===== src/rtl/pwm_cmp_bank_if.sv =====
// Register write bus feeding the compare bank: byte-wide writes qualified by a
// single-cycle valid strobe.
interface pwm_cmp_bank_if #(
   parameter int unsigned REGBITS = 5
);
   logic [REGBITS-1:0] reg_addr;
   logic [7:0]         reg_data;
   logic               reg_valid;

   modport master (
      output reg_addr,
      output reg_data,
      output reg_valid
   );

   modport slave (
      input reg_addr,
      input reg_data,
      input reg_valid
   );
endinterface


===== src/rtl/pwm_cmp_bank.sv =====
// Double-buffered per-channel compare bank: byte writes assemble scratch values,
// commits move them to a pending stage, and period_start strobes apply them to
// the live compare outputs so a PWM period never sees a partially written value.
// Optional build macro CMP_SLEW_EN: live compare slews toward its target by at
// most STEP per period instead of jumping.
module pwm_cmp_bank #(
   parameter int unsigned       NCH       = 2,
   parameter int unsigned       WIDTH     = 20,
   parameter int unsigned       REGBITS   = 5,
   parameter logic [WIDTH-1:0]  RESET_CMP = 20'hA0002,
   parameter int unsigned       STEP      = 256
) (
   input  logic                 clk,
   input  logic                 rst_n,
   pwm_cmp_bank_if.slave        reg_bus,
   input  logic [NCH-1:0]       period_start,
   output logic [NCH*WIDTH-1:0] cmp,
   output logic [NCH-1:0]       pending,
   output logic [NCH-1:0]       slewing
);

   // Elaboration-time sanity checks on the configuration.
   if (NCH < 1 || NCH > 8) begin : g_bad_nch
      $error("pwm_cmp_bank: NCH out of range");
   end
   if (WIDTH < 9 || WIDTH > 24) begin : g_bad_width
      $error("pwm_cmp_bank: WIDTH out of range");
   end
   if ((1 << REGBITS) <= NCH * 4) begin : g_bad_regbits
      $error("pwm_cmp_bank: REGBITS too small for channel windows");
   end
   if (STEP < 1) begin : g_bad_step
      $error("pwm_cmp_bank: STEP must be at least 1");
   end

   localparam logic [REGBITS-1:0] GlobalAddr = REGBITS'(4 * NCH);

   logic [WIDTH-1:0] scratch_q [NCH];
   logic [WIDTH-1:0] scratch_d [NCH];
   logic [WIDTH-1:0] pend_q    [NCH];
   logic [WIDTH-1:0] pend_d    [NCH];
   logic [WIDTH-1:0] target_q  [NCH];
   logic [WIDTH-1:0] target_d  [NCH];
   logic [WIDTH-1:0] cmp_q     [NCH];
   logic [WIDTH-1:0] cmp_d     [NCH];
   logic [NCH-1:0]   pending_q, pending_d;
   logic [NCH-1:0]   slewing_q, slewing_d;

   logic glob_commit;
   logic chan_sel;
   logic do_commit;

`ifdef CMP_SLEW_EN
   localparam logic [WIDTH-1:0] StepW = WIDTH'(STEP);
   logic [WIDTH:0]   diff;
   logic [WIDTH-1:0] mag;
   logic [WIDTH-1:0] step;
`endif

   // Next-state: register decode, commit/apply sequencing and optional slew.
   always_comb begin
      scratch_d   = scratch_q;
      pend_d      = pend_q;
      target_d    = target_q;
      cmp_d       = cmp_q;
      pending_d   = pending_q;
      slewing_d   = '0;
      chan_sel    = 1'b0;
      do_commit   = 1'b0;
      glob_commit = reg_bus.reg_valid && (reg_bus.reg_addr == GlobalAddr);
`ifdef CMP_SLEW_EN
      diff = '0;
      mag  = '0;
      step = '0;
`endif
      for (int c = 0; c < NCH; c++) begin
         chan_sel = reg_bus.reg_valid &&
                    (reg_bus.reg_addr[REGBITS-1:2] == (REGBITS-2)'(c));

         // Byte lanes above WIDTH simply have no bits to land in.
         if (chan_sel && reg_bus.reg_addr[1:0] != 2'd3) begin
            for (int b = 0; b < WIDTH; b++) begin
               if ((b / 8) == int'(reg_bus.reg_addr[1:0])) begin
                  scratch_d[c][b] = reg_bus.reg_data[b % 8];
               end
            end
         end

         do_commit = glob_commit || (chan_sel && reg_bus.reg_addr[1:0] == 2'd3);

         // Apply uses the pre-edge pending value; a coincident commit then
         // reloads the pending stage and keeps the flag set.
         if (period_start[c] && pending_q[c]) begin
            target_d[c]  = pend_q[c];
            pending_d[c] = 1'b0;
         end
         if (do_commit) begin
            pend_d[c]    = scratch_q[c];
            pending_d[c] = 1'b1;
         end

`ifdef CMP_SLEW_EN
         if (period_start[c]) begin
            diff = {1'b0, target_d[c]} - {1'b0, cmp_q[c]};
            mag  = diff[WIDTH] ? (~diff[WIDTH-1:0] + 1'b1) : diff[WIDTH-1:0];
            step = (mag > StepW) ? StepW : mag;
            cmp_d[c] = diff[WIDTH] ? (cmp_q[c] - step) : (cmp_q[c] + step);
         end
         slewing_d[c] = (cmp_d[c] != target_d[c]);
`else
         if (period_start[c] && pending_q[c]) begin
            cmp_d[c] = target_d[c];
         end
`endif
      end
   end

   // State registers with synchronous active-low reset.
   always_ff @(posedge clk) begin
      if (!rst_n) begin
         for (int c = 0; c < NCH; c++) begin
            scratch_q[c] <= RESET_CMP;
            pend_q[c]    <= RESET_CMP;
            target_q[c]  <= RESET_CMP;
            cmp_q[c]     <= RESET_CMP;
         end
         pending_q <= '0;
         slewing_q <= '0;
      end else begin
         scratch_q <= scratch_d;
         pend_q    <= pend_d;
         target_q  <= target_d;
         cmp_q     <= cmp_d;
         pending_q <= pending_d;
         slewing_q <= slewing_d;
      end
   end

   // Pack live compare registers onto the output bus.
   always_comb begin
      cmp = '0;
      for (int c = 0; c < NCH; c++) begin
         cmp[c*WIDTH +: WIDTH] = cmp_q[c];
      end
   end

   assign pending = pending_q;
   assign slewing = slewing_q;

endmodule


===== src/flat_wrapper.sv =====
// flat-port wrapper written by rule: the top's interface ports become plain ports
module pwm_cmp_bank_flat 
#(
   parameter int unsigned       NCH       = 2,
   parameter int unsigned       WIDTH     = 20,
   parameter int unsigned       REGBITS   = 5,
   parameter logic [WIDTH-1:0]  RESET_CMP = 20'hA0002,
   parameter int unsigned       STEP      = 256
)
  (clk, rst_n, period_start, cmp, pending, slewing, reg_bus_reg_addr, reg_bus_reg_data, reg_bus_reg_valid);
  pwm_cmp_bank_if #(.REGBITS(REGBITS)) reg_bus_i ();
  input  logic clk;
  input  logic rst_n;
  input  logic [NCH-1:0] period_start;
  output logic [NCH*WIDTH-1:0] cmp;
  output logic [NCH-1:0] pending;
  output logic [NCH-1:0] slewing;
  input wire logic [$bits(reg_bus_i.reg_addr)-1:0] reg_bus_reg_addr;
  input wire logic [$bits(reg_bus_i.reg_data)-1:0] reg_bus_reg_data;
  input wire logic [$bits(reg_bus_i.reg_valid)-1:0] reg_bus_reg_valid;
  assign reg_bus_i.reg_addr = reg_bus_reg_addr;
  assign reg_bus_i.reg_data = reg_bus_reg_data;
  assign reg_bus_i.reg_valid = reg_bus_reg_valid;
  pwm_cmp_bank #(.NCH(NCH), .WIDTH(WIDTH), .REGBITS(REGBITS), .RESET_CMP(RESET_CMP), .STEP(STEP)) u_core (.clk(clk), .rst_n(rst_n), .reg_bus(reg_bus_i), .period_start(period_start), .cmp(cmp), .pending(pending), .slewing(slewing));
endmodule

===== config.mk =====
export PLATFORM = sky130hd
export DESIGN_NAME = pwm_cmp_bank_flat
export DESIGN_NICKNAME = d
export VERILOG_FILES = /design/src/rtl/pwm_cmp_bank_if.sv /design/src/rtl/pwm_cmp_bank.sv /design/src/flat_wrapper.sv
export SDC_FILE = /design/constraint.sdc
export NUM_CORES = 1
export LEC_CHECK = 0
export ABC_AREA = 1
export ABC_CLOCK_PERIOD_IN_PS = 1700
export CORE_AREA = 2 2 88 153
export DETAILED_ROUTE_END_ITERATION = 7
export DIE_AREA = 0 0 90 155
export PLACE_DENSITY = 0.6
export SETUP_SLACK_MARGIN = 0.3
export SKIP_CTS_REPAIR_TIMING = 1
export SLEW_MARGIN = 20
export SYNTH_ARGS = -nofsm -noshare
export SYNTH_HDL_FRONTEND = slang
export SYNTH_SLANG_ARGS = --single-unit

===== constraint.sdc =====
create_clock -name clk -period 1.7 [get_ports clk]
set_input_delay 0.34 -clock clk [delete_from_list [all_inputs] [get_ports clk]]
set_output_delay 0.34 -clock clk [all_outputs]
set_load 0.01 [all_outputs]

* Yosys cells after proc, flatten, opt, wreduce, memory -nomap -nowiden
Index checks and enable logic that the tools add are counted.
** Cells by class
- Reduce and logical (&&, ||, !) cells :: 21
- Eq/ne operators :: 6
- Multiplexer cells :: 6
** Operator list (count)
- two-way mux 20 bit :: 2
- AND reduction 2 bit :: 6
- logical AND 1 bit :: 9
- == test 5 x 4 -> 1 bit (second input constant) :: 1
- == test 2 bit (first input constant) :: 2
- two-way mux 1 bit :: 4
- nonzero test 2 bit :: 2
- == test 3 x 1 -> 1 bit (second input constant) :: 1
- logical NOT 3 bit :: 1
- == test 2 bit (second input constant) :: 1
- logical NOT 2 bit :: 1
- logical OR 1 bit :: 2
- inequality test 2 bit (second input constant) :: 1
** Storage, ports and cells
- Register bits after elaboration :: 162
- Output and inout port bits :: 44
- Word-level logic and storage cells :: 47

* Depth between registers and ports, before layout
- Word-level depth :: 5
- Mapped depth :: 8
- Gate-level depth less buffers :: 7

* Worst setup path after synthesis
OpenSTA, ideal clock, no wires.
- Path kind :: input port to flip-flop
- Start :: input reg_bus_reg_addr[3]
- End :: register u_core.pend_q[20] (netlist name)
- Data arrival time :: 1179 ps
- Cell stages on the path :: 6
- Data required time :: 1587 ps
- Library setup time :: 113 ps
- Buffers on the path :: 2
- Slack :: 408 ps
- Cells stage by stage :: nor2_2 > nand3_1 > buf_6 > buf_6 > a21oi_2 > nor2_1
** On the way
- Longest elaborated chain between the ends :: 4
- Elaborated cells between the ends (all ways) :: 6
** RTL lines
- start, declared :: RTL line flat_wrapper.sv:18 : input wire logic [$bits(reg_bus_i.reg_addr)-1:0] reg_bus_reg_addr;
- logical NOT 3 bit :: RTL line pwm_cmp_bank.sv:78 : (reg_bus.reg_addr[REGBITS-1:2] == (REGBITS-2)'(c));
- logical AND 1 bit :: RTL line pwm_cmp_bank.sv:77 : chan_sel = reg_bus.reg_valid &&
- logical AND 1 bit :: RTL line pwm_cmp_bank.sv:89 : do_commit = glob_commit || (chan_sel && reg_bus.reg_addr[1:0] == 2'd3);
- logical OR 1 bit (*) :: RTL line pwm_cmp_bank.sv:89
- end signal, assigned :: RTL line pwm_cmp_bank.sv:131 : pend_q <= pend_d;
- end, declared :: RTL line pwm_cmp_bank.sv:40 : logic [WIDTH-1:0] pend_q [NCH];
Mark *: on every way between the ends. The rest lies on a longest branch, timed or not.
A chain may end at the register's enable or synchronous reset.

* Final worst setup path
- Start :: input reg_bus_reg_addr[3]
- End :: register u_core.pend_q[3] (netlist name)
** On the way
- Longest elaborated chain between the ends :: 4
- Elaborated cells between the ends (all ways) :: 6
** RTL lines (RTL line)
- == test 3 x 1 -> 1 bit :: pwm_cmp_bank.sv:78
- logical AND 1 bit :: pwm_cmp_bank.sv:77
- logical AND 1 bit :: pwm_cmp_bank.sv:89
- logical OR 1 bit (*) :: pwm_cmp_bank.sv:89
Marked as above.

==> impl_metrics.csv <==
group,metric,value,unit
clock_tree,worstSkewPairLatency,0.41,ns
clock_tree,numCtsBuffers,17,
global_route,grt_max_degree,42,
power_and_ir_drop,p_comb_share,4.8,%
power_and_ir_drop,seqPwrFrac,41.3,%
synth,syn_area_per_cell,7.61,µm²
outcome,status,"finished, final reports clean",
synth,synth_area,0.00495,mm²
clock_tree,cts.clk_slew.worst_paths,0.05,ns
sta,tns,0,ns
floorplanning,boundaryPins,62,
floorplanning,dieArea,0.0140,mm²
placed_design,dp_cells,870,
setup_path,worstPathMaxFanout,6,
finish,drive_above_1_share,17.8,%
setup_path,endpoint_kind,"flip-flop",
drt,drc,0,
synth,ys_async_sr_fraction,0,%
drt,first_pass_iters,6,
power_and_ir_drop,swShare,21.2,%
synth,yosysSeqAreaShare,49.3,%
finish,layout_commonest_cell,"nand2_1",
synth,synth-seq-cells,122,
finish,finalCoreUtilization,53.2,%
clock_tree,cts_sinks,122,
drt,drt_iter0_drc,192,
clock_tree,tritoncts,"done",
setup_path,path_class,"primary input to flip-flop",
drt,drtAntennaViolNets,0,
power_and_ir_drop,leakagePower,3.47,nW
drt,vias,4364,
setup_path,path_delay_family,"buffers and inverters",
placed_design,routabilityCongestion,0.876,
drt,via_per_inst,4.79,
finish,syn2layout_area_growth,37.4,%
drt,wl_per_cell,13.3,µm
finish,mostFrequentLayoutCells,"nand2_1, dfxtp_1, a21oi_1, nand3_1, inv_1",
sta,final_max_slew_viol_count,0,
floorplanning,dieWidth,90,µm
power_and_ir_drop,p_int,5.56,mW
sta,fmax,720,MHz
setup_path,worst_setup_path_start_kind,"primary input",
sta,hold_viol,0,
clock_tree,cts.root.buffer_cell,"clkbuf_16",
sta,rsz0062_at_grt,"false",
synth,yosysUniqueCellTypes,21,
drt,wl,12.1,mm
global_route,track_usage,16.6,%
sta,hold-worst-slack,0.407,ns
global_route,antenna_found_initial,0,
setup_path,required,2.00,ns
setup_path,slowest_delay,0.51,ns
clock_tree,htreeDepth,4,
sta,min_period_over_period,81.7,%
synth,synth_warnings,0,
synth,synth-edff-count,0,
sta,fin_crit,1.39,ns
sta,clock_skew,0.00444,ns
placed_design,dp_hpwl,7.75,mm
synth,syn_inst,651,
finish,final_nets,745,
setup_path,arrival,1.69,ns
floorplanning,coreArea,0.0128,mm²
placed_design,portBuffers,59,
setup_path,critPathBufInv,4,
power_and_ir_drop,p_clk_share,53.9,%
floorplanning,dieHeight,155,µm
setup_path,cp_cell_sequence,"clkdlybuf4s50_1, inv_2, nor2_4, nand3_4, buf_4, clkbuf_16, a21oi_2, nor2_1",
floorplanning,row_count,55,
power_and_ir_drop,power.density,1040,mW/mm²
setup_path,cpMaxStageDelayCell,"clkdlybuf4s50_1",
power_and_ir_drop,switchingPower,1.50,mW
finish,fin_cells,911,
clock_tree,clockBufferDepth,2,
sta,finalSetupViolCount,0,
global_route,grt_overflow_total,0,
global_route,grt_first_pass_wirelength,19.0,mm
global_route,grt_pass1_vias,4105,
power_and_ir_drop,power.total,7.05,mW
worst_hold_path,hold_class,"primary input to flip-flop",
finish,antennaDiodeCount,0,
floorplanning,initial_core_util,38.7,%
job,max-cap-violations,0,
power_and_ir_drop,peakVddDrop,0.713,mV
setup_path,r2r_setup_slack,0.77,ns
synth,synthFlopType,"dfxtp_1",
[per-layer routing]
layer / vias to the layer above / GRT usage, % / share of wire [%]
met5: - / 0 / 0
met4: 0 / 6.81 / 2.1
met3: 18 / 4.46 / 4.5
met2: 101 / 30.4 / 53
met1: 1990 / 18.0 / 40
li1: 2255 / - / -
[worst paths after layout]
kind	from	to	cells after the start
worst max-delay path	reg_bus_reg_addr[3]	u_core.pend_q[3]	8
worst min-delay path	rst_n	u_core.pend_q[1]	3
worst max register to register	u_core.pending[1]	u_core.cmp[29]	4
worst min register to register	u_core.cmp[39]	u_core.cmp[39]	2
[kinds of logic after synthesis]
logic type	count (synthesis)	share of synthesized area, %
flip-flops	122	49.3
AND/OR/NAND/NOR	315	27.2
other	1	0.0757
AO/OA/AOI/OAI	108	13.7
buffers and inverters	105	9.75
[synth_stat cells, types with 6 or more instances]
cell type,instances,area share [%]
nand2_1,184,14
buf_2,14,1.4
clkbuf_1,18,1.4
a21oi_1,68,6.9
buf_4,7,1.1
inv_1,50,3.8
nand4_1,22,2.8
nand3_1,65,6.6
buf_6,6,1.4
dfxtp_1,122,49
a21oi_2,34,6.0
nor2_1,38,2.9
[state kept, by name, summed over array words and instances (netlist names)]
signal and count:
u_core.pending 2, u_core.cmp 40, u_core.scratch_q 40, u_core.pend_q 40
[through the flow]
step | cell area, µm² | setup WS [ns]
5_1_grt | 6810 | 0.253
4_1_cts | 6440 | 0.0189
2_1_floorplan | 4960 | 0.408
3_3_place_gp | 5810 | -0.192
6_report | 6810 | 0.311
3_5_place_dp | 5810 | -0.237
[worst register-to-register path, cell delays in order, from the launching register on]
cell and delay (ns):
dfxtp_1 0.32, nand2_1 0.08, buf_4 0.24, nand2_1 0.09, a21oi_1 0.14
[power by group through the flow]
stage / clock network [mW] / logic, mW / registers (mW)
5_1_grt: 3.99 / 0.374 / 2.92
3_5_place_dp: 0 / 0.318 / 2.97
4_1_cts: 3.86 / 0.320 / 2.91
6_report: 3.80 / 0.341 / 2.91
3_3_place_gp: 0 / 0.312 / 2.97
2_1_floorplan: 0 / 0.186 / 2.97
[area by class of cell]
cell class	count	area (µm²)
Inverter	56	210
Multi-Input combinational cell	425	2090
Tap cell	171	214
Sequential cell	122	2440
Clock inverter	11	169
Timing Repair Buffer	105	1220
Clock buffer	21	460
Fill cell	1257	5990
(Power assumes the default switching activity.)
